**config.mk**
```make
export PLATFORM = sky130hd
export DESIGN_NAME = rv_instr_encoder
export DESIGN_NICKNAME = d
export VERILOG_FILES = /design/src/rtl/rv_instr_encoder.sv
export SDC_FILE = /design/constraint.sdc
export NUM_CORES = 1
export LEC_CHECK = 0
export BUFFER_PORTS_ARGS = -buffer_cell sky130_fd_sc_hd__buf_2
export CORE_MARGIN = 2
export CORE_UTILIZATION = 50
export DETAILED_ROUTE_END_ITERATION = 6
export PLACE_DENSITY = 0.79
export SYNTH_ARGS = -nofsm -noshare
export SYNTH_HDL_FRONTEND = slang
export SYNTH_SLANG_ARGS = --single-unit
```
**constraint.sdc**
```tcl
create_clock -name clk -period 2.3 [get_ports clk]
set_input_delay 0.23 -clock clk [delete_from_list [all_inputs] [get_ports clk]]
set_output_delay 0.23 -clock clk [all_outputs]
set_load 0.02 [all_outputs]
```
**src/rtl/rv_instr_encoder.sv**
```systemverilog
// RV32I instruction encoder: packs decoded field bundles into machine words and
// writes them to consecutive instruction-memory addresses through a one-stage output register.
module rv_instr_encoder #(
    parameter int ADDR_W = 8
) (
    input  logic              clk,
    input  logic              reset,
    input  logic              clear,
    input  logic              in_valid,
    output logic              in_ready,
    input  logic [2:0]        in_fmt,
    input  logic [4:0]        in_rd,
    input  logic [4:0]        in_rs1,
    input  logic [4:0]        in_rs2,
    input  logic [2:0]        in_funct3,
    input  logic              in_f7b5,
    input  logic [31:0]       in_imm,
    output logic              mem_valid,
    input  logic              mem_ready,
    output logic [ADDR_W-1:0] mem_addr,
    output logic [31:0]       mem_wdata,
    output logic [ADDR_W:0]   count,
    output logic              full,
    output logic              err,
    output logic [1:0]        err_code
);

    localparam logic [2:0] FMT_LOAD   = 3'd0;
    localparam logic [2:0] FMT_STORE  = 3'd1;
    localparam logic [2:0] FMT_R      = 3'd2;
    localparam logic [2:0] FMT_BRANCH = 3'd3;
    localparam logic [2:0] FMT_IALU   = 3'd4;
    localparam logic [2:0] FMT_JAL    = 3'd5;

    logic signed [31:0] imm;
    logic               is_shift;
    logic [6:0]         funct7;
    logic [31:0]        word;
    logic signed [31:0] lo;
    logic signed [31:0] hi;
    logic               need_even;
    logic [1:0]         code;
    logic [ADDR_W-1:0]  wr_ptr;
    logic [ADDR_W:0]    count_inc;
    logic               accept;

    assign imm       = in_imm;
    assign is_shift  = (in_fmt == FMT_IALU) && (in_funct3[1:0] == 2'b01);
    assign funct7    = {1'b0, in_f7b5, 5'b00000};
    assign in_ready  = !reset && !clear && !full && (!mem_valid || mem_ready);
    assign accept    = in_valid && in_ready;
    assign count_inc = count + {{ADDR_W{1'b0}}, 1'b1};

    always_comb begin
        word = '0;
        case (in_fmt)
            FMT_LOAD:   word = {in_imm[11:0], in_rs1, in_funct3, in_rd, 7'b0000011};
            FMT_STORE:  word = {in_imm[11:5], in_rs2, in_rs1, in_funct3, in_imm[4:0], 7'b0100011};
            FMT_R:      word = {funct7, in_rs2, in_rs1, in_funct3, in_rd, 7'b0110011};
            FMT_BRANCH: word = {in_imm[12], in_imm[10:5], in_rs2, in_rs1, in_funct3,
                                in_imm[4:1], in_imm[11], 7'b1100011};
            FMT_IALU:   word = is_shift ? {funct7, in_imm[4:0], in_rs1, in_funct3, in_rd, 7'b0010011}
                                        : {in_imm[11:0], in_rs1, in_funct3, in_rd, 7'b0010011};
            FMT_JAL:    word = {in_imm[20], in_imm[10:1], in_imm[11], in_imm[19:12], in_rd, 7'b1101111};
            default:    word = '0;
        endcase
    end

    // Range is judged before alignment so an odd, out-of-range offset reports code 3.
    always_comb begin
        lo        = -32'sd2048;
        hi        = 32'sd2047;
        need_even = 1'b0;
        code      = 2'd0;
        if (is_shift) begin
            lo = 32'sd0;
            hi = 32'sd31;
        end else if (in_fmt == FMT_BRANCH) begin
            lo        = -32'sd4096;
            hi        = 32'sd4094;
            need_even = 1'b1;
        end else if (in_fmt == FMT_JAL) begin
            lo        = -32'sh0010_0000;
            hi        = 32'sh000F_FFFE;
            need_even = 1'b1;
        end
        if (in_fmt > FMT_JAL)
            code = 2'd1;
        else if (in_fmt != FMT_R && (imm < lo || imm > hi))
            code = 2'd3;
        else if (need_even && in_imm[0])
            code = 2'd2;
    end

    always_ff @(posedge clk or posedge reset) begin
        if (reset) begin
            mem_valid <= 1'b0;
            mem_addr  <= '0;
            mem_wdata <= '0;
            wr_ptr    <= '0;
            count     <= '0;
            full      <= 1'b0;
            err       <= 1'b0;
            err_code  <= 2'd0;
        end else begin
            if (mem_valid && mem_ready)
                mem_valid <= 1'b0;
            if (clear) begin
                wr_ptr   <= '0;
                count    <= '0;
                full     <= 1'b0;
                err      <= 1'b0;
                err_code <= 2'd0;
            end else if (accept) begin
                if (code != 2'd0) begin
                    err <= 1'b1;
                    if (!err)
                        err_code <= code;
                end else begin
                    mem_valid <= 1'b1;
                    mem_addr  <= wr_ptr;
                    mem_wdata <= word;
                    wr_ptr    <= wr_ptr + ADDR_W'(1);
                    count     <= count_inc;
                    full      <= count_inc[ADDR_W];
                end
            end
        end
    end

endmodule
```
==> flow_metrics.env, run 1 <==
export IMPL_gr_usage_met1_pct=31.8
export IMPL_wl_per_cell_um=17.0
export IMPL_coreArea_um2=7690
export IMPL_hp_class="in2reg"
export IMPL_clk_latency_ns=0.35
export IMPL_min_to="mem_valid"
export IMPL_layout_commonest_cell="buf_2"
export IMPL_ys_types=51
export IMPL_worstSetupStartpointType="input pin"
export IMPL_worst_pin_slew_ns=0.622
export IMPL_relSlewSlack_pct=58.5
export IMPL_grt_setup_unrepaired="yes"
export IMPL_p_total_mw=3.39
export IMPL_path_max_fanout=14
export IMPL_gr_total_overflow=0
export IMPL_cts_tree="built"
export IMPL_synth_warnings=0
export IMPL_synth_edf_count=0
export IMPL_path_clk_slew_ns=0.07
export IMPL_critPathTopFamily="buffers and inverters"
export IMPL_drc=0
export IMPL_period_share_pct=129
export IMPL_finalSetupViolations=59
export IMPL_final_cell_mix="buf_2 (112), buf_4 (63), dfrtp_1 (59)"
export IMPL_vias_per_cell=5.80
export IMPL_place_gp_congestion=0.985
export IMPL_tns_ns=-33.19
export IMPL_stdcell_count=687
export IMPL_rrSetupSlack_ns=0
export IMPL_power_leakage_nw=2.82
export IMPL_startpoint="in_fmt[1]"
export IMPL_fp_dieH_um=92.9
export IMPL_rows=32
export IMPL_path_buf_inv=6
export IMPL_ys_async_sr_fraction_pct=100
export IMPL_via_count=3985
export IMPL_grt_pass1_vias=3872
export IMPL_end_kind="register"
export IMPL_fill_cells=555
export IMPL_whs_ns=0.166
export IMPL_synth_cell_area_um2=3950
export IMPL_grt_use_total_pct=26.0
export IMPL_status="finished with violations"
export IMPL_post_place_ws_ns=-1.01
export IMPL_drt_pass1_iter_count=5
export IMPL_layout_setup_ws_ns=-0.656
export IMPL_num_io_pins=114
export IMPL_start_util_pct=51.4
export IMPL_path_cells="buf_6 > and2b_1 > nor2b_4 > nand2_4 > clkinvlp_4 > buf_12 > ha_4 > buf_4 > a21oi_1 > a21oi_1 > a2111oi_4 > buf_4 > and2_4 > o311ai_4 > nor3_4 > buf_6 > mux2_2"
export IMPL_area_growth_pct=45.3
export IMPL_fin_skew_ns=0.0111
export IMPL_ff2ff_path_depth=6
export IMPL_drive_above_1_share_pct=48.7
export IMPL_fin_crit_ns=2.96
export IMPL_die_area_um2=8630
export IMPL_finalHoldViolations=0
export IMPL_gr_max_usage_layer="met2"
export IMPL_cts_root_buf="clkbuf_8"
export IMPL_crit_path_max_incr_delay_ns=0.35
export IMPL_drtAntennaViolNets=0
export IMPL_timing_rr_end="count[2]"
export IMPL_synthTopCellsByArea="dfrtp_1 (37%), ha_1 (14%), mux2_2 (6.3%), a21oi_1 (5.3%), nand3_1 (2.8%)"
export IMPL_postPlaceCellArea_um2=5140
export IMPL_yosysSeqAreaShare_pct=37.4
export IMPL_cts_sinks=59
export IMPL_dp_hpwl_um=8450
export IMPL_synthCells=399
export IMPL_violations="negative setup slack"
export IMPL_fin_util_pct=74.7
export IMPL_powerDensity_nw_per_um2=590
export IMPL_use_met3_pct=4.80
export IMPL_synth_top_cell_area_share_pct=37.4
export IMPL_grt_max_degree=32
export IMPL_synth_area_leader_cell="dfrtp_1"
export IMPL_h_tree_depth=3
export IMPL_slew_viol_final=0
export IMPL_reg2reg_from="count[8]"
export IMPL_syn_num_nets=501
export IMPL_hold_start="mem_ready"
export IMPL_final_nets=682
export IMPL_crit_type="in2reg"
export IMPL_gr_usage_met2_pct=45.7
export IMPL_crit_arrival_ns=3.19
export IMPL_drv_cap=0
export IMPL_crit_slowest_cell="mux2_2"
export IMPL_dp_cells=659
export IMPL_synth_ff_type="dfrtp_1"
export IMPL_max_vdd_ir_drop_mv=0.431
export IMPL_n_antenna_cell=0
export IMPL_clk_path_buf_depth=2
export IMPL_drt_iter0_drc=112
export IMPL_antenna_found_initial=0
export IMPL_numPortBuffers=113
export IMPL_fin_area_um2=5740
export IMPL_cts_made_buffers=9
export IMPL_die_w_um=92.9
export IMPL_worstHoldPathCells=3
export IMPL_syn_area_per_cell_um2=9.90
export IMPL_synth_seq_cells=59
export IMPL_fmax_ghz=0.338
export IMPL_worstPathRequired_ns=2.53
export IMPL_drt_total_wl_um=11700
export IMPL_grt_pass1_wl_um=17800
-- worst reg2reg max path: cells and delay by family (launching register included) --
kind            cells  cell delay [ns]
simple gates        3             1.16
buf+inv             1             0.14
flops               1             0.45
compound gates      2             0.45
-- how the worst max path moves through the flow --
stage,end,cells past startpoint
floorplan,mem_wdata[10],13
global placement,mem_wdata[9],15
detailed placement,count[6],15
CTS,count[6],15
global route,mem_wdata[8],17
finish,mem_wdata[11],17
-- cell type report --
| class | count | area (um2) | share of cell area, % |
|---|---|---|---|
| Multi-Input combinational cell | 308 | 2640 | 45.9 |
| Inverter | 13 | 52.6 | 0.915 |
| Timing Repair Buffer | 189 | 1250 | 21.7 |
| Clock buffer | 9 | 124 | 2.16 |
| Sequential cell | 59 | 1480 | 25.7 |
| Clock inverter | 7 | 76.3 | 1.33 |
| Tap cell | 102 | 128 | 2.22 |
-- sequential cells by signal (all words and copies together), names as in the netlist --
name and flops:
wr_ptr 8, mem_addr 8, mem_wdata 30, mem_valid 1, err_code 2, err 1
count 9
-- logic make-up (layout without fill, tap and decap cells) --
kind of cell	count (synthesis)	count (layout)	share of synthesized area (%)
AND/OR/NAND/NOR	115	115	14.8
flip-flops	59	59	37.4
buffers and inverters	32	218	4.43
AO/OA/AOI/OAI	116	116	20.7
multiplexers	25	25	7.09
adder cells (fa/ha/maj)	43	43	13.6
XOR/XNOR	9	9	1.99
-- cell usage after synthesis (all sizes together) (5+ instances only) --
cell type	count
nand2	27
xnor2	5
a21o	5
mux2	24
dfrtp	59
nor2b	9
inv	13
o31ai	5
nor4	6
nand3	22
nand4	6
clkbuf	6
buf	13
nor2	26
a22oi	13
a22o	12
ha	43
o21ai	14
a21oi	44
a221o	6
-- report_power, final --
group	internal, mW	switching [mW]
registers	1.20	0.113
clock network	0.505	0.471
logic	0.460	0.638
-- routing by layer --
layer | up-vias | wire length (um)
li1 | 1853 | -
met1 | 1928 | 4620
met2 | 174 | 6010
met3 | 30 | 769
met4 | 0 | 287
met5 | - | 0
-- timing repair --
| action | in CTS | in global routing |
|---|---|---|
| hold buffers | 1 | 0 |
| setup buffers | 3 | 6 |
| hold endpoints to repair | 28 | 0 |
| pin swaps | 8 | 14 |
| setup endpoints to repair | 59 | 59 |
| resized for setup | 23 | 36 |
| cloned | 1 | 2 |
Power figures use the tool's default switching activity.
==> run 2, diff against run 1 <==
CORE_ASPECT_RATIO = 0.8   (was not set)
CORE_MARGIN = 1.5   (was 2)
==> run 2 against run 1 <==
Die area down 2.1%. Routed wire length up 27%. Final cell count up 1.9%. Largest power group unchanged. Global-route usage up 5.9 points. Sequential power about the same. Worst setup slack worse by 0.27 ns. The flow still finishes with violations (negative setup slack). Sequential cell count unchanged.
==> flow_metrics.env, run 2 (same netlist as run 1, synthesis figures left out) <==
export IMPL_fin_crit_ns=3.22
export IMPL_worst_pin_slew_ns=0.602
export IMPL_cts_made_buffers=9
export IMPL_final_cell_mix="buf_2 (111), buf_4 (67), dfrtp_1 (59)"
export IMPL_h_tree_depth=3
export IMPL_dp_hpwl_um=8730
export IMPL_largest_reg_flops=30
export IMPL_max_vdd_ir_drop_mv=0.475
export IMPL_power_leakage_nw=2.91
export IMPL_area_growth_pct=51.3
export IMPL_drt_total_wl_um=14800
export IMPL_vias_per_cell=6.21
export IMPL_worstPathRequired_ns=2.53
export IMPL_n_antenna_cell=0
export IMPL_grt_setup_unrepaired="yes"
export IMPL_clk_path_buf_depth=2
export IMPL_fp_dieH_um=82.5
export IMPL_regMostFlops="mem_wdata"
export IMPL_drive_above_1_share_pct=50.3
export IMPL_die_w_um=102
export IMPL_fin_skew_ns=0.0140
export IMPL_place_gp_congestion=0.924
export IMPL_ff2ff_path_depth=5
export IMPL_powerDensity_nw_per_um2=562
export IMPL_path_max_fanout=13
export IMPL_violations="negative setup slack"
export IMPL_rows=28
export IMPL_path_cells="buf_6 > and2b_2 > nor2b_4 > nand2_4 > buf_6 > buf_4 > buf_4 > ha_1 > nor4_4 > nand4_1 > a21o_1 > nand3_2 > o311ai_4 > nor3_4 > buf_4 > buf_12 > mux2_2"
export IMPL_cts_sinks=59
export IMPL_coreArea_um2=7530
export IMPL_path_clk_slew_ns=0.08
export IMPL_via_count=4348
export IMPL_fill_cells=430
export IMPL_num_io_pins=114
export IMPL_drt_pass1_iter_count=6
export IMPL_finalHoldViolations=0
export IMPL_end_kind="register"
export IMPL_dp_cells=658
export IMPL_drc=0
export IMPL_crit_path_max_incr_delay_ns=0.34
export IMPL_layout_commonest_cell="buf_2"
export IMPL_worstSetupStartpointType="input pin"
export IMPL_status="finished with violations"
export IMPL_crit_type="in2reg"
export IMPL_start_util_pct=52.5
export IMPL_cts_root_buf="clkbuf_8"
export IMPL_grt_use_total_pct=32.0
export IMPL_layout_setup_ws_ns=-0.924
export IMPL_drv_cap=0
export IMPL_clk_latency_ns=0.35
export IMPL_post_place_ws_ns=-1.12
export IMPL_p_total_mw=3.36
export IMPL_path_buf_inv=6
export IMPL_cp_depth=17
export IMPL_slew_viol_final=0
export IMPL_numPortBuffers=113
export IMPL_fin_util_pct=79.4
export IMPL_period_share_pct=140
export IMPL_cts_tree="built"
export IMPL_stdcell_count=700
export IMPL_wl_per_cell_um=21.2
export IMPL_reg2reg_from="count[8]"
export IMPL_tns_ns=-47.27
export IMPL_timing_rr_end="wr_ptr[5]"
export IMPL_antenna_found_initial=0
export IMPL_startpoint="in_fmt[1]"
export IMPL_grt_pass1_wl_um=20400
export IMPL_gr_total_overflow=0
export IMPL_cp_common_cell="buf_4"
export IMPL_finalSetupViolations=59
export IMPL_top_regs="mem_wdata x30, count x9"
export IMPL_hp_class="in2reg"
export IMPL_critPathTopFamily="simple AND/OR/NAND/NOR gates"
export IMPL_fmax_ghz=0.310
export IMPL_drt_iter0_drc=363
export IMPL_final_nets=692
export IMPL_drtAntennaViolNets=0
export IMPL_crit_arrival_ns=3.45
export IMPL_grt_pass1_vias=4082
export IMPL_grt_max_degree=37
export IMPL_die_area_um2=8450
export IMPL_rrSetupSlack_ns=-0.17
export IMPL_crit_end="mem_addr[0]"
export IMPL_relSlewSlack_pct=59.8
export IMPL_crit_slowest_cell="nor4_4"
[run 2: cell count changes in the layout (fill, tap and decap cells not counted), moves of 3 or more]
cell,delta
ha_4,+3
a21oi_1,+12
ha_1,-3
a21oi_2,-11
buf_4,+4
o31ai_1,-5
buf_6,+3
o31ai_4,+3
[run 2: worst min-delay path by stage]
stage	from	end	cells after the start
6_report	mem_ready	mem_valid	3
5_1_grt	mem_ready	mem_valid	3
4_1_cts	mem_ready	mem_valid	3
3_5_place_dp	reset	count[8]	2
3_3_place_gp	reset	mem_valid	2
2_1_floorplan	mem_ready	mem_valid	2
[run 2: what timing repair did]
item,in CTS,in global routing
endpoints found under the hold margin,23,0
gates resized for setup,51,29
hold buffers,1,0
endpoints found under the setup margin,59,59
setup buffers,16,10
pin swaps,13,8
cloned,3,0
[run 2: final cells by class]
| cell class | instances | area (um2) | share of cell area, % |
|---|---|---|---|
| Multi-Input combinational cell | 309 | 2770 | 46.4 |
| Sequential cell | 59 | 1480 | 24.7 |
| Timing Repair Buffer | 198 | 1370 | 22.9 |
| Clock buffer | 12 | 155 | 2.60 |
| Tap cell | 105 | 131 | 2.20 |
| Inverter | 13 | 52.6 | 0.879 |
| Clock inverter | 4 | 25.0 | 0.419 |
[run 2: worst min-delay path: stages]
cell      delay [ns]
buf_2           0.09
nor2b_1         0.05
nand2b_4        0.13
[run 2: through the flow]
stage	cell area, um2	hold WS [ns]
after floorplan	4070	0.429
after global placement	5120	0.288
after detailed placement	5120	0.291
after CTS	5770	0.169
after global routing	5980	0.185
final	5980	0.182
[run 2: report_power, final]
group          internal [mW]  total, mW  switching [mW]
sequential              1.20       1.31           0.103
clock                  0.446      0.879           0.433
combinational          0.480       1.17           0.695
[run 2: routing by layer]
layer | share of wire [%] | vias up | global-route usage [%]
met5 | 0 | - | 0
met4 | 4.0 | 0 | 11.1
met3 | 9.8 | 72 | 7.24
met2 | 46 | 300 | 53.2
met1 | 40 | 2091 | 41.3
li1 | - | 1885 | -
